===== src/rtl/modulation_pkg.sv =====
// Shared modulation definitions for the mapModulations / demapModulations
// family and their feeders: modulation codes, bytes-per-group lookup and
// group geometry constants.
package modulation_pkg;

  localparam int SYMS_PER_GROUP = 8;
  localparam int GROUP_W        = 64;

  typedef enum logic [2:0] {
    MOD_BPSK   = 3'd0,
    MOD_QPSK   = 3'd1,
    MOD_QAM16  = 3'd2,
    MOD_QAM64  = 3'd3,
    MOD_QAM256 = 3'd4
  } mod_t;

  // Packer control states: IDLE means no partial group is held.
  typedef enum logic [0:0] {
    ST_IDLE = 1'b0,
    ST_FILL = 1'b1
  } pack_state_t;

  // Bytes per 8-symbol group = bits per symbol of the modulation.
  function automatic logic [3:0] mod_bytes(input mod_t mod);
    logic [3:0] n;
    case (mod)
      MOD_BPSK:   n = 4'd1;
      MOD_QPSK:   n = 4'd2;
      MOD_QAM16:  n = 4'd4;
      MOD_QAM64:  n = 4'd6;
      MOD_QAM256: n = 4'd8;
      default:    n = 4'd1;
    endcase
    return n;
  endfunction

endpackage


===== src/rtl/pack_accum.sv =====
// Byte-slot accumulator for symbol_group_packer. Clear has priority over
// write so a completing group always leaves an all-zero accumulator behind.
module pack_accum
  import modulation_pkg::*;
#(
  parameter int OUT_BYTES = 8
) (
  input  logic                   clk,
  input  logic                   rst,
  input  logic                   clr_i,
  input  logic                   we_i,
  input  logic [2:0]             idx_i,
  input  logic [7:0]             byte_i,
  output logic [OUT_BYTES*8-1:0] data_o
);

  logic [OUT_BYTES*8-1:0] acc_q;

  // Slot storage: reset/clear to zero, otherwise write one byte slot.
  always_ff @(posedge clk) begin
    if (rst) begin
      acc_q <= {(OUT_BYTES*8){1'b0}};
    end else if (clr_i) begin
      acc_q <= {(OUT_BYTES*8){1'b0}};
    end else if (we_i) begin
      acc_q[{idx_i, 3'b000} +: 8] <= byte_i;
    end
  end

  assign data_o = acc_q;

endmodule


===== src/rtl/symbol_group_packer.sv =====
// symbol_group_packer: gathers N input bytes (N = bits per symbol of the
// modulation latched on the group's first byte) into one zero-padded 64-bit
// group word for the 8-symbol mapper.
// Optional feature macro: PACK_FLUSH_EN (adds a flush input that closes a
// partial group, padding the missing bytes with 0x00).
module symbol_group_packer
  import modulation_pkg::*;
#(
  parameter int         OUT_BYTES   = 8,
  parameter logic [2:0] DEFAULT_MOD = 3'd0
) (
  input  logic                   clk,
  input  logic                   rst,
`ifdef PACK_FLUSH_EN
  input  logic                   flush,
`endif
  input  logic [2:0]             mod_sel,
  input  logic [7:0]             s_data,
  input  logic                   s_valid,
  output logic                   s_ready,
  output logic [OUT_BYTES*8-1:0] m_data,
  output logic [2:0]             m_mod,
  output logic                   m_valid,
  input  logic                   m_ready,
  output logic                   busy
);

  localparam int DW = OUT_BYTES * 8;

  pack_state_t   state_q, state_d;
  logic [3:0]    cnt_q, cnt_d;
  logic [3:0]    nbytes_q, nbytes_d;
  logic [2:0]    mod_q, mod_d;
  logic [DW-1:0] m_data_q, m_data_d;
  logic [2:0]    m_mod_q, m_mod_d;
  logic          m_valid_q, m_valid_d;

  logic [2:0]    mod_dec_s;
  logic [3:0]    n_cur_s;
  logic          last_s, out_free_s, in_xfer_s;
  logic          acc_clr_s, acc_we_s;
  logic [DW-1:0] acc_data_s, ins_s;

`ifdef PACK_FLUSH_EN
  logic flush_pend_q, flush_pend_d, flush_req_s;
  assign flush_req_s = flush || flush_pend_q;
`endif

  // Out-of-range codes fall back to the default modulation.
  assign mod_dec_s  = (mod_sel > 3'd4) ? DEFAULT_MOD : mod_sel;
  // In IDLE the group length comes from the live mod_sel; afterwards it is latched.
  assign n_cur_s    = (state_q == ST_IDLE) ? mod_bytes(mod_t'(mod_dec_s)) : nbytes_q;
  assign last_s     = (cnt_q == (n_cur_s - 4'd1));
  assign out_free_s = !m_valid_q || m_ready;
  // Only the final byte of a group can be held back by a busy output.
  assign s_ready    = !last_s || out_free_s;
  assign in_xfer_s  = s_valid && s_ready;
  assign ins_s      = {{(DW-8){1'b0}}, s_data} << {cnt_q[2:0], 3'b000};

  pack_accum #(.OUT_BYTES(OUT_BYTES)) u_accum (
    .clk    (clk),
    .rst    (rst),
    .clr_i  (acc_clr_s),
    .we_i   (acc_we_s),
    .idx_i  (cnt_q[2:0]),
    .byte_i (s_data),
    .data_o (acc_data_s)
  );

  // Next-state, accumulator control and output-register loading.
  always_comb begin
    state_d   = state_q;
    cnt_d     = cnt_q;
    nbytes_d  = nbytes_q;
    mod_d     = mod_q;
    m_data_d  = m_data_q;
    m_mod_d   = m_mod_q;
    m_valid_d = m_valid_q && !m_ready;
    acc_clr_s = 1'b0;
    acc_we_s  = 1'b0;
`ifdef PACK_FLUSH_EN
    flush_pend_d = 1'b0;
`endif
    case (state_q)
      ST_IDLE: begin
        if (in_xfer_s) begin
          mod_d    = mod_dec_s;
          nbytes_d = n_cur_s;
          if (last_s) begin
            // Single-byte group completes on its only byte.
            m_data_d  = ins_s;
            m_mod_d   = mod_dec_s;
            m_valid_d = 1'b1;
          end else begin
            acc_we_s = 1'b1;
            cnt_d    = 4'd1;
            state_d  = ST_FILL;
`ifdef PACK_FLUSH_EN
            flush_pend_d = flush;
`endif
          end
        end else begin
          cnt_d = 4'd0;
        end
      end
      ST_FILL: begin
        if (in_xfer_s) begin
          if (last_s) begin
            m_data_d  = acc_data_s | ins_s;
            m_mod_d   = mod_q;
            m_valid_d = 1'b1;
            acc_clr_s = 1'b1;
            cnt_d     = 4'd0;
            state_d   = ST_IDLE;
          end else begin
            acc_we_s = 1'b1;
            cnt_d    = cnt_q + 4'd1;
`ifdef PACK_FLUSH_EN
            flush_pend_d = flush_req_s;
`endif
          end
`ifdef PACK_FLUSH_EN
        end else if (flush_req_s) begin
          if (out_free_s) begin
            // Missing bytes are already zero in the accumulator.
            m_data_d  = acc_data_s;
            m_mod_d   = mod_q;
            m_valid_d = 1'b1;
            acc_clr_s = 1'b1;
            cnt_d     = 4'd0;
            state_d   = ST_IDLE;
          end else begin
            flush_pend_d = 1'b1;
          end
`endif
        end else begin
          state_d = ST_FILL;
        end
      end
      default: begin
        state_d   = ST_IDLE;
        cnt_d     = 4'd0;
        acc_clr_s = 1'b1;
      end
    endcase
  end

  // State and output registers with synchronous reset.
  always_ff @(posedge clk) begin
    if (rst) begin
      state_q   <= ST_IDLE;
      cnt_q     <= 4'd0;
      nbytes_q  <= 4'd1;
      mod_q     <= DEFAULT_MOD;
      m_data_q  <= {DW{1'b0}};
      m_mod_q   <= DEFAULT_MOD;
      m_valid_q <= 1'b0;
    end else begin
      state_q   <= state_d;
      cnt_q     <= cnt_d;
      nbytes_q  <= nbytes_d;
      mod_q     <= mod_d;
      m_data_q  <= m_data_d;
      m_mod_q   <= m_mod_d;
      m_valid_q <= m_valid_d;
    end
  end

`ifdef PACK_FLUSH_EN
  // Pending flush request carried past an accepted non-final byte or a stall.
  always_ff @(posedge clk) begin
    if (rst) begin
      flush_pend_q <= 1'b0;
    end else begin
      flush_pend_q <= flush_pend_d;
    end
  end
`endif

  assign m_data  = m_data_q;
  assign m_mod   = m_mod_q;
  assign m_valid = m_valid_q;
  assign busy    = (cnt_q != 4'd0);

endmodule


===== config.mk =====
export PLATFORM = sky130hd
export DESIGN_NAME = symbol_group_packer
export DESIGN_NICKNAME = d
export VERILOG_FILES = /design/src/rtl/modulation_pkg.sv /design/src/rtl/pack_accum.sv /design/src/rtl/symbol_group_packer.sv
export SDC_FILE = /design/constraint.sdc
export NUM_CORES = 1
export LEC_CHECK = 0
export CORE_ASPECT_RATIO = 1.75
export CORE_MARGIN = 5
export CORE_UTILIZATION = 45
export DETAILED_ROUTE_END_ITERATION = 6
export PLACE_DENSITY = 0.72
export SLEW_MARGIN = 40
export SYNTH_ARGS = -nofsm -noshare
export SYNTH_HDL_FRONTEND = slang
export SYNTH_SLANG_ARGS = --single-unit

===== constraint.sdc =====
create_clock -name clk -period 5 [get_ports clk]
set_clock_uncertainty 0.15 [all_clocks]
set_input_delay 1 -clock clk [delete_from_list [all_inputs] [get_ports clk]]
set_output_delay 1 -clock clk [all_outputs]
set_load 0.05 [all_outputs]

[Yosys cells after proc, flatten, opt, wreduce, memory -nomap -nowiden]
Cells that the tools add are included.
Operators by class
  $add $sub $neg: 3
  order comparisons: 1
  eq/ne operators: 10
  shift operators: 3
  multiplexer cells: 28
  bitwise operators: 2
  reductions and logical operators: 12
Operator list (number)
  64-bit 2-to-1 mux: 4
  64-bit one-hot mux with 2 select lines: 1
  64-bit bitwise mux: 1
  64-bit bitwise OR: 1
  8-bit by 8-bit variable shift with 64-bit output, first input constant: 1
  8-bit by 8-bit variable part select with 64-bit output: 1
  8-bit by 6-bit << shifter with 64-bit output: 1
  4-bit 2-to-1 mux: 5
  4-bit one-hot mux with 4 select lines: 1
  3-bit 2-to-1 mux: 5
  1-bit 2-to-1 mux: 8
  6-bit negator with 8-bit output: 1
  4-bit one-hot mux with 2 select lines: 1
  3-bit by 2-bit equality test with 1-bit output, second input constant: 2
  3-bit one-hot mux with 2 select lines: 1
  4-bit by 1-bit adder with 4-bit output, second input constant: 1
  4-bit equality test: 1
  2-bit by 1-bit inequality test with 1-bit output, second input constant: 2
  2-bit inequality test, second input constant: 2
  2-bit AND reduction: 2
  4-bit AND reduction: 1
  4-bit nonzero test: 1
  4-bit by 1-bit subtractor with 4-bit output, second input constant: 1
  3-bit by 1-bit equality test with 1-bit output, second input constant: 1
  other kinds (9): 13
Storage, ports and cells
  register bits after elaboration: 144

[Logic depth before layout (Yosys ltp)]
Gate-level depths: netlist (run 1).
  word-level depth: 13
  gate-level depth with buffers: 14
  gate-level depth less buffers: 11

[Modules after synthesis]
Synthesis (run 1) repeated with hierarchy kept, for this count alone.
Unflattened totals
  cells, all modules: 634
  area total of the unflattened synthesis: 5998.3 sq um
By module, submodules not included
  symbol_group_packer: times used 1, cells each 382, area each 3449.6 sq um, sequential area each 1601.5 sq um
  pack_accum: times used 1, cells each 252, area each 2548.7 sq um, sequential area each 1281.2 sq um

[Worst setup path after synthesis (run 1)]
Ideal clock, no wire load.
  path type: input-to-output
  start: input port mod_sel[0]
  end: output port s_ready
  data arrival time: 3.167 ns
  required time: 3.850 ns
  slack: 0.683 ns
  stages: 8
  cells stage by stage: or4b_4 o211ai_1 ha_1 xnor2_1 nand4b_1 a2111oi_0 a31o_2 inv_1
On the way
  word-level cells in the longest chain between the ends: 9
  elaborated cells between the ends (all ways): 12
RTL lines
  from (decl): line symbol_group_packer.sv:17  | input logic [2:0] mod_sel,
  3-bit greater-than comparator: line symbol_group_packer.sv:50  | assign mod_dec_s = (mod_sel > 3'd4) ? DEFAULT_MOD : mod_sel;
  3-bit 2-to-1 mux *: line symbol_group_packer.sv:50
  3-bit equality test, or another cell as far along: line modulation_pkg.sv:26  | case (mod)
  4-bit one-hot mux with 4 select lines *: line modulation_pkg.sv:26
  4-bit 2-to-1 mux *: line symbol_group_packer.sv:52  | assign n_cur_s = (state_q == ST_IDLE) ? mod_bytes(mod_t'(mod_dec_s)) : nbytes_q;
  4-bit by 1-bit subtractor with 4-bit output *: line symbol_group_packer.sv:53  | assign last_s = (cnt_q == (n_cur_s - 4'd1));
  4-bit equality test *: line symbol_group_packer.sv:53
  1-bit zero test *: line symbol_group_packer.sv:56  | assign s_ready = !last_s || out_free_s;
  1-bit logical OR *: line symbol_group_packer.sv:56
  to (decl): line symbol_group_packer.sv:20  | output logic s_ready,
Mark *: on every way between the ends. The rest lies on a longest branch, timed or not.

[Final worst setup path (run 1)]
Same ends and word-level chain as after synthesis.

==> flow_summary_export.csv, run 1 <==
group,metric,value,unit
detailed_routing,wl,19.1,mm
worst_setup_path,crit_path_end,"s_ready",
die,die_w,99.8,um
synth,postSynthNetCount,685,
detailed_routing,ant_nets,0,
synth,synth_most_common_cell,"dfxtp_1",
worst_setup_path,r2r_setup_slack,1110,ps
power,leakage,2.79,nW
synth,yosys_warnings,0,
worst_setup_path,critPathLaunchType,"input pin",
timing,slew_headroom,0.453,
timing,tns,0,ps
clocking,htreeDepth,4,
global_routing,grt_overflow_total,0,
die,start_util,0.456,
synth,synthTopCellsByArea,"dfxtp_1 (45%), mux2i_1 (14%), nor2_1 (4.8%)",
layout,antenna_cells,0,
clocking,cts_max_path_buffers,2,
synth,synth-edff-count,0,
worst_setup_path,cp.required,3850,ps
clocking,cts.sinks,144,
timing,max_freq,207,MHz
detailed_routing,drtIter0Drc,362,
timing,drv_slew,0,
detailed_routing,routedWlPerCell,20.6,um
global_routing,grt_pass1_wl,30.3,mm
die,io_pins,85,
power,peakVddDrop,248,uV
synth,synth_largest_area_cell,"dfxtp_1",
synth,netlist_area,0.00635,mm2
timing,period_minus_slack,4830,ps
clocking,root_buffer,"clkbuf_16",
synth,syn_avg_cell_area,9.53,um2
die,core_area,0.0139,mm2
die,die_h,167,um
global_routing,grt_max_degree,65,
detailed_routing,route.vias.total,5493,
place,dp_cells,896,
synth,seq_area_frac_synth,0.454,
status,status,"complete, no violations",
synth,synthFlopType,"dfxtp_1",
synth,async_flop_share,0,
layout,synthToLayoutAreaGrowth,25.9,%
layout,nFillCells,1225,
timing,tightest_slew,820,ps
timing,rsz0062_at_grt,"false",
place,place.gp.congestion,0.934,
clocking,cts_tree,"done",
synth,ys_ff_latch,144,
detailed_routing,vias_per_cell,5.92,
worst_setup_path,r2r_end,"m_data[30]",
place,dp_hpwl,13.1,mm
worst_setup_path,r2r_cells,11,
worst_setup_path,worstPathArrival,3680,ps
clocking,cts_buffers,17,
layout,layout.nets,757,
global_routing,first_global_vias,5785,
place,io_buffers,84,
clocking,clk_pin_slew,60,ps
clocking,hold_buffers,0,
clocking,clk_latency,410,ps
worst_setup_path,path_max_fanout,5,
die,rows,57,
flow_run,cap_violations,0,
worst_setup_path,setup.worst_path.start,"mod_sel[0]",
power,powerDensity,352,mW/mm2
timing,setup_viol,0,
synth,syn_inst,666,
global_routing,antenna_found_initial,0,
synth,synth_cell_types,52,
layout,drive_gt1_frac,0.103,
worst_setup_path,path_class,"input pin to primary output",
synth,synth_common_cells,"dfxtp_1 (144), mux2i_1 (91), nor2_1 (81)",
hold_path,hp-class,"flip-flop to flip-flop",
die,dieArea,0.0167,mm2
layout,fin_cells,928,
detailed_routing,drtPass1Iterations,5,
timing,finalHoldViolations,0,
timing,fin_crit_sh,0.966,
detailed_routing,drc,0,
synth,yosys.area.top_type_share,0.454,
worst_setup_path,end_kind,"primary output",
global_routing,track_usage,0.231,
registers in the layout, summed over array words and instances (netlist names), named ones only:
signal / cells
u_accum.data_o: 64
m_mod: 3
cnt_q: 4
nbytes_q: 4
mod_q: 3
m_valid: 1
m_data: 64
metrics by stage:
stage / worst slack, ps / hold WS, ps / cell area [um2] / power, W / utilization
floorplan: 683 / 286 / 6350 / 0.00146 / -
global placement: 182 / 305 / 7380 / 0.00157 / 0.531
detailed placement: 109 / 321 / 7380 / 0.00158 / 0.531
CTS: 112 / 327 / 7970 / 0.00282 / 0.573
global route: 5.53 / 362 / 7990 / 0.00290 / 0.574
finish: 172 / 325 / 7990 / 0.00281 / 0.574
what timing repair did:
action | 4_1_cts | 5_1_grt
setup buffers | 0 | 0
endpoints found under the setup margin | 0 | 1
endpoints found under the hold margin | 0 | 0
gates resized for setup | 0 | 2
layout by cell type, fill, tap and decap left out, types with 2 or more instances in the layout:
cell and count:
clkbuf_8 2, inv_1 7, nand3b_1 38, nand3_1 43, o32ai_1 2, nor4_1 2
a211o_1 2, a211oi_1 2, nor3_1 4, xnor2_1 4, mux2i_1 91, nand2_1 36
nor3_2 2, dfxtp_1 144, and2_1 29, nor2_1 81, nand2b_1 4, clkdlybuf4s50_1 83
clkinv_4 2, buf_12 4, clkinv_2 5, o211ai_1 38, a311oi_1 2, ha_1 4
a31o_2 2, o22ai_1 27, clkinvlp_4 4, bufinv_16 2, o21ai_0 8, a2111oi_4 4
nand4_1 4, a21oi_1 6, clkbuf_16 17, buf_4 21
cell type report:
type                    count  area (um2)  share of cell area
multi-input cells         459        3190               0.400
flip-flops and latches    144        2880               0.361
clock buffers              19         453              0.0567
well taps                 177         221              0.0277
clock inverters            13         136              0.0171
inverters                   8        31.3             0.00392
repair buffers            108        1070               0.134
worst max-delay path: stages:
cell and delay [ps]:
clkdlybuf4s50_1 450, or4b_4 560, o211ai_1 150, ha_1 280, xnor2_1 150, a211o_1 320
a2111oi_2 310, a31o_2 190, inv_1 70, buf_4 190
logic make-up after synthesis:
family	synth area share
fa+ha+maj	0.00789
mux	0.145
xor+xnor	0.00690
flops	0.454
compound gates	0.127
buf+inv	0.0483
simple gates	0.211
report_power, final:
group	internal, W	switching [W]	total, W
Clock	0.000760	0.000492	0.00125
Combinational	0.000130	0.000244	0.000374
Sequential	0.00117	0.0000167	0.00119
Total	0.00206	0.000753	0.00281
layer usage:
metal	vias up	wire length (um)	GRT usage
met1	2644	7060	0.252
li1	2532	-	-
met3	92	923	0.0400
met5	-	0	0
met2	225	9720	0.391
met4	0	1380	0.171
how the worst min path moves through the flow:
| stage | start | end | slack, ps | depth (start not counted) |
|---|---|---|---|---|
| final | mod_q[1] | mod_q[1] | 320 | 2 |
| after global routing | u_accum.data_o[37] | m_data[37] | 360 | 2 |
| after CTS | mod_q[1] | mod_q[1] | 330 | 2 |
| after detailed placement | mod_q[1] | mod_q[1] | 320 | 2 |
| after global placement | mod_q[2] | mod_q[2] | 300 | 2 |
| after floorplan | mod_q[1] | mod_q[1] | 290 | 2 |
Power figures use the tool's default switching activity.
==> inputs of run 2 (changes only) <==
--- a/config.mk
+++ b/config.mk
@@ -5,11 +5,15 @@
 export SDC_FILE = /design/constraint.sdc
 export NUM_CORES = 1
 export LEC_CHECK = 0
+export CAP_MARGIN = 0
+export CELL_PAD_IN_SITES_DETAIL_PLACEMENT = 1
+export CELL_PAD_IN_SITES_GLOBAL_PLACEMENT = 1
 export CORE_ASPECT_RATIO = 1.75
 export CORE_MARGIN = 5
-export CORE_UTILIZATION = 45
+export CORE_UTILIZATION = 42
+export CTS_CLUSTER_DIAMETER = 40
 export DETAILED_ROUTE_END_ITERATION = 6
-export PLACE_DENSITY = 0.72
+export PLACE_DENSITY = 0.84
 export SLEW_MARGIN = 40
 export SYNTH_ARGS = -nofsm -noshare
 export SYNTH_HDL_FRONTEND = slang
==> run 2 against run 1 <==
Register-to-register slack improved by 80 ps. Largest cell class unchanged. Clock power shrank 4%. Maximum frequency shrank 0.82%. Final cell count is 0.43% higher. Utilization decreased by 4.0 points. Count of clock-buffer cells in the layout increased by 3. Routed wire length grew 17%. Largest power group unchanged.
==> flow_summary_export.csv, run 2 (same netlist as run 1, synthesis figures left out) <==
group,metric,value,unit
status,status,"complete, no violations",
clocking,hold_buffers,0,
clocking,root_buffer,"clkbuf_16",
detailed_routing,drtIter0Drc,357,
layout,regArea,0.00288,mm2
global_routing,grt_overflow_total,0,
layout,fin_area,0.00792,mm2
hold_path,min_to,"mod_q[1]",
worst_setup_path,end_kind,"primary output",
timing,tightest_slew,677,ps
flow_run,cap_violations,0,
timing,period_minus_slack,4870,ps
die,io_pins,85,
place,place.gp.congestion,0.884,
worst_setup_path,worstPathArrival,3720,ps
worst_setup_path,r2r_end,"m_data[61]",
clocking,cts_setup_buffers,0,
worst_setup_path,path_class,"input pin to primary output",
timing,drv_slew,0,
die,die_h,173,um
clocking,cts_resized,0,
worst_setup_path,path_max_fanout,5,
clocking,clk_latency,420,ps
layout,final_common_cell,"dfxtp_1",
timing,finalHoldViolations,0,
global_routing,first_global_vias,6306,
layout,antenna_cells,0,
power,peakVddDrop,219,uV
die,start_util,0.428,
layout,multi_input_area,0.00321,mm2
clocking,cts.sinks,144,
layout,mostFrequentLayoutCells,"dfxtp_1 (144), mux2i_1 (91), clkdlybuf4s50_1 (82), nor2_1 (81), nand3_1 (43)",
detailed_routing,routedWlPerCell,24.0,um
clocking,cts_max_path_buffers,2,
layout,synthToLayoutAreaGrowth,24.9,%
layout,nFillCells,1631,
hold_path,hp-class,"flip-flop to flip-flop",
timing,max_freq,205,MHz
clocking,clk_pin_slew,60,ps
worst_setup_path,cp.required,3850,ps
timing,rsz0062_at_grt,"false",
timing,setup_viol,0,
global_routing,track_usage,0.257,
detailed_routing,ant_nets,0,
timing,fin_crit_sh,0.974,
clocking,cts_buffers,17,
worst_setup_path,r2r_cells,11,
worst_setup_path,critPathLaunchType,"input pin",
timing,holdWs,324,ps
timing,tns,0,ps
die,dieArea,0.0178,mm2
global_routing,grt_max_degree,57,
global_routing,grt_pass1_wl,34.9,mm
place,dp_hpwl,14.9,mm
clocking,htreeDepth,4,
detailed_routing,drtPass1Iterations,4,
layout,layout.nets,756,
global_routing,antenna_found_initial,0,
place,place_area,0.00734,mm2
detailed_routing,drc,0,
detailed_routing,wl,22.3,mm
detailed_routing,vias_per_cell,6.07,
place,io_buffers,84,
layout,drive_gt1_frac,0.0988,
worst_setup_path,r2r_setup_slack,1190,ps
die,die_w,103,um
die,core_area,0.0148,mm2
timing,slew_headroom,0.546,
die,rows,59,
detailed_routing,route.vias.total,5659,
power,leakage,2.77,nW
clocking,cts_tree,"done",
hold_path,timing.hold.worst.start,"mod_q[1]",
power,powerDensity,349,mW/mm2
hold_path,hold_depth,2,
## run 2: worst max-delay path by stage
stage                from  cells after the start  endpoint  slack (ps)
2_1_floorplan  mod_sel[0]                      8   s_ready         680
3_3_place_gp   mod_sel[0]                     10   s_ready         160
3_5_place_dp   mod_sel[0]                     10   s_ready          30
4_1_cts        mod_sel[0]                     10   s_ready          40
5_1_grt        mod_sel[0]                     10   s_ready           5
6_report       mod_sel[0]                     10   s_ready         130
## run 2: per-layer routing
layer	track usage	vias up	wire [um]
li1	-	2514	-
met1	0.267	2837	7740
met2	0.456	218	12100
met3	0.0391	90	975
met4	0.169	0	1500
met5	0	-	0
## run 2: metrics by stage
stage	worst slack (ps)	util	total power, W	std cells
detailed placement	31.3	0.495	0.00158	901
global route	5.33	0.534	0.00285	932
CTS	39.1	0.533	0.00277	932
global placement	156	0.495	0.00157	901
finish	132	0.534	0.00276	932
floorplan	683	-	0.00146	666
## run 2: final cells by class
cell class,instances,area share
clock buffer,22,0.0598
clock inverter,9,0.0106
inverter,8,0.00379
multi-input combinational,459,0.405
sequential,144,0.364
tap,183,0.0289
timing repair buffer,107,0.129
## run 2: power breakdown
group          switching (W)  internal (W)  total, W
registers          0.0000172       0.00117   0.00119
logic               0.000250      0.000122  0.000372
clock network       0.000485      0.000720   0.00120
total               0.000752       0.00201   0.00276
## run 2: critical path: stages
cell and delay (ps):
clkdlybuf4s50_1 460, or4b_4 570, o211ai_1 150, ha_1 280, xnor2_1 140, a211o_1 320, a2111oi_2 320, a31o_2 190
inv_1 80, buf_4 190
==> RTL edit 1: new RTL, flow settings as in run 2 <==
The option `PACK_FLUSH_EN` is turned on by a define.
--- a/src/rtl/symbol_group_packer.sv
+++ b/src/rtl/symbol_group_packer.sv
@@ -4,4 +4,6 @@
 // Optional feature macro: PACK_FLUSH_EN (adds a flush input that closes a
 // partial group, padding the missing bytes with 0x00).
+`define PACK_FLUSH_EN
+
 module symbol_group_packer
   import modulation_pkg::*;
Interface: changed (added flush); port bits go from 85 to 86. No check against the original RTL was run, so the function may have changed too.
==> RTL edit 1 against run 2 <==
- via count up 3.5%
- global-route usage is 0.84 points lower
- area after synthesis grew 3.0%
- worst hold slack better by 0.018 ns
- wire length is 2.1% higher
- worst setup slack better by 0.31 ns
- synthesized cell count is 2.9% higher
- sequential cell count rose by 1
- cell area is 1.7% higher
Power is not compared: it rests on default switching activity, and its combinational part moved more than twofold at a synthesized area within 25%.
==> RTL edit 1: results (changes against run 2) <==
ys_types: 57  # +9.6%
crit_path_top_delay_cell: "clkdlybuf4s50_1"
grt_util_all_layers_pct: 24.8  # -0.84 points
synth_common_cells: "nor2_1 (147), dfxtp_1 (145), mux2i_1 (72)"
sh_seq_area_pct: 36.1  # -0.33 points
worstHoldPathType: "reg -> reg"
non_clock_inverter_count: 6  # -2
dp.final_hpwl_mm: 14.6  # -2.4%
vias: 5856  # +3.5%
num-nonclk-buffers: 98  # -8.4%
crit_arrival_ns: 3.41  # -0.31 ns
cp_max_fo: 8  # +3
drive_gt1_share_pct: 11.0  # +1.1 points
num-nets-final: 762  # +0.79%
multi_input_area_share_pct: 40.6  # +0.10 points
grt_pass1_wl_mm: 35.9  # +2.9%
port_buffers: 85  # +1.2%
grt_max_degree: 74  # +30%
via_per_inst: 6.22  # +2.5%
critical_path.startpoint: "mod_sel[2]"
dr.first_iter.drc_count: 348  # -2.5%
first_global_vias: 6371  # +1.0%
clkCellAreaFrac_pct: 7.97  # +0.93 points
max_stage_delay_ns: 0.52  # -0.05 ns
netlist_instances: 685  # +2.9%
synth.top_cells.by_area: "dfxtp_1 (44%), mux2i_1 (11%), nor2_1 (8.4%)"
bufAreaShareNonClock_pct: 12.3  # -0.60 points
dpl.cell_count: 909  # +0.89%
worst_pin_slew_ns: 0.873  # +0.196 ns
ff2ff_path_depth: 12  # +1
synth_fp_nets: 705  # +2.9%
wirelength_mm: 22.8  # +2.1%
clk_pin_slew_ns: 0.06  # about the same
path_delay_family: "simple AND/OR/NAND/NOR gates"
rr_endpoint: "m_data[7]"
status: "finished, final reports clean"
rrSetupSlack_ns: 1.46  # +0.27 ns
drtPass1Iterations: 5  # +1
num-multi-input-gates: 474  # +3.3%
yosysSeqAreaShare_pct: 44.4  # -1.0 points
cp-endpoint: "s_ready"
synth_warnings: 0  # unchanged
nClkBuffers: 19  # -14%
fillerInstances: 1745  # +7.0%
cts_buffer_depth: 2  # unchanged
clock_sinks: 145  # +0.69%
routabilityCongestion: 0.876  # -0.94%
RTL edit 1: cell types whose count changed after synthesis, sizes merged, moves of 13 or more:
cell and change:
a221oi +61, and2 -19, clkbuf +13, mux2i -19
nand2 -25, nand3 -39, nand3b -38, nor2 +67
o211ai -35, o21ai +69, o22ai -27
RTL edit 1: cells by family (layout without fill, tap and decap cells):
group                      Yosys count  count (layout)  synth area share (%)
AOI/OAI and AO/OA                  182             182                  23.2
and+or+nand+nor                    214             214                  14.7
muxes                               72              72                  11.0
buffers and inverters               66             136                  5.61
DFF                                145             145                  44.4
xor gates and xnor gates             2               2                 0.268
adders and majority gates            4               4                 0.766
RTL edit 1: worst min-delay path by stage:
stage | start | endpoint | slack [ns] | cells after the start
CTS | mod_q[1] | m_mod[1] | 0.35 | 2
global route | m_mod[1] | m_mod[1] | 0.38 | 2
floorplan | mod_q[1] | m_mod[1] | 0.31 | 2
detailed placement | mod_q[1] | m_mod[1] | 0.34 | 2
global placement | u_accum.data_o[55] | u_accum.data_o[55] | 0.32 | 2
finish | mod_q[1] | m_mod[1] | 0.34 | 2
RTL edit 1: power breakdown:
group | switching [uW] | total (uW) | internal, uW
Sequential | 55.4 | 1290 | 1230
Clock | 545 | 1410 | 861
Combinational | 564 | 813 | 248
RTL edit 1: stage by stage:
step                      cell area [um2]  setup WS [ns]
after floorplan                      6530          0.849
after global placement               7410          0.496
after detailed placement             7410          0.443
after CTS                            8050          0.449
after global routing                 8060          0.236
final                                8060          0.440
RTL edit 1: layer usage:
metal  vias up  part of all wire (%)  GRT usage [%]
met2       232                    53           44.6
met4         0                   7.5           18.2
met3        99                   4.4           5.10
met5         -                     0              0
met1      2926                    35           24.8
li1       2599                     -              -
==> RTL edit 2: new RTL, settings of run 2 <==
Made on the original files. `OUT_BYTES` is set to 8 in 2 places; all go to 16.
--- a/src/rtl/pack_accum.sv
+++ b/src/rtl/pack_accum.sv
@@ -4,5 +4,5 @@
   import modulation_pkg::*;
 #(
-  parameter int OUT_BYTES = 8
+  parameter int OUT_BYTES = 16
 ) (
   input  logic                   clk,
--- a/src/rtl/symbol_group_packer.sv
+++ b/src/rtl/symbol_group_packer.sv
@@ -7,5 +7,5 @@
   import modulation_pkg::*;
 #(
-  parameter int         OUT_BYTES   = 8,
+  parameter int         OUT_BYTES   = 16,
   parameter logic [2:0] DEFAULT_MOD = 3'd0
 ) (
Interface: changed (resized m_data); port bits go from 85 to 149. No check against the original RTL was run, so the function may have changed too.
==> RTL edit 2 against run 2 <==
- register-to-register slack improved by 0.35 ns
- clock power is 72% higher
- wire length is 42% higher
- cell area grew 69%
- sequential cell count rose by 128
- fmax increased by 7.0%
- worst setup slack gained 0.32 ns
- area after synthesis increased by 71%
- largest power group is now registers
- power increased by 85%
- highest routed layer is now met5
==> RTL edit 2: results (changes against run 2) <==
grtUsageMet2_pct: 40.5  # -5.2 points
whs_ns: 0.311  # -0.0129 ns
postSynthAreaPerCell_um2: 9.42  # -1.1%
synth_common_cells: "dfxtp_1 (272), nor2_1 (124), nand3_1 (91)"
status: "finished, final reports clean"
crit_path_top_delay_cell: "clkdlybuf4s50_1"
num-nonclk-buffers: 169  # +58%
swShare_pct: 28.9  # +1.7 points
cts_buffers: 26  # +9
antenna_found_initial: 1  # +1
placed_area_um2: 12500  # +70%
power.switching_uw: 1480  # +97%
ir_drop_v: 0.000307  # +40%
p_leak_uw: 0.00432  # +56%
via_per_inst: 5.74  # -5.5%
grt_max_degree: 106  # +86%
netlist_area_um2: 10900  # +71%
stdcell_count: 1577  # +69%
seq_cells: 272  # +89%
fillerInstances: 2916  # +79%
wl_met1_mm: 12.0  # +56%
register_area_um2: 5450  # +89%
max_stage_delay_ns: 0.52  # -0.05 ns
non_clock_inverter_count: 9  # +1
critical_path.startpoint: "mod_sel[2]"
port_buffers: 148  # +76%
[RTL edit 2: cell count changes after synthesis, moves of 32 or more]
cell / before / now
a22oi_1: 0 / 40
a211oi_1: 2 / 67
dfxtp_1: 144 / 272
o211ai_1: 38 / 2
nor2_2: 0 / 49
buf_2: 8 / 40
nor2_1: 81 / 124
clkbuf_1: 20 / 58
nand3_1: 43 / 91
nand3b_1: 38 / 0
o21ai_0: 8 / 65
a21oi_1: 6 / 87
[RTL edit 2: cells by family (layout without fill, tap and decap cells)]
| family | count (synthesis) | in the layout | share of synthesized area (%) |
|---|---|---|---|
| buf+inv | 121 | 225 | 5.14 |
| fa+ha+maj | 4 | 4 | 0.461 |
| simple gates | 330 | 330 | 14.9 |
| mux | 87 | 87 | 8.01 |
| xor+xnor | 2 | 2 | 0.161 |
| compound gates | 337 | 337 | 21.2 |
| flops | 272 | 272 | 50.1 |
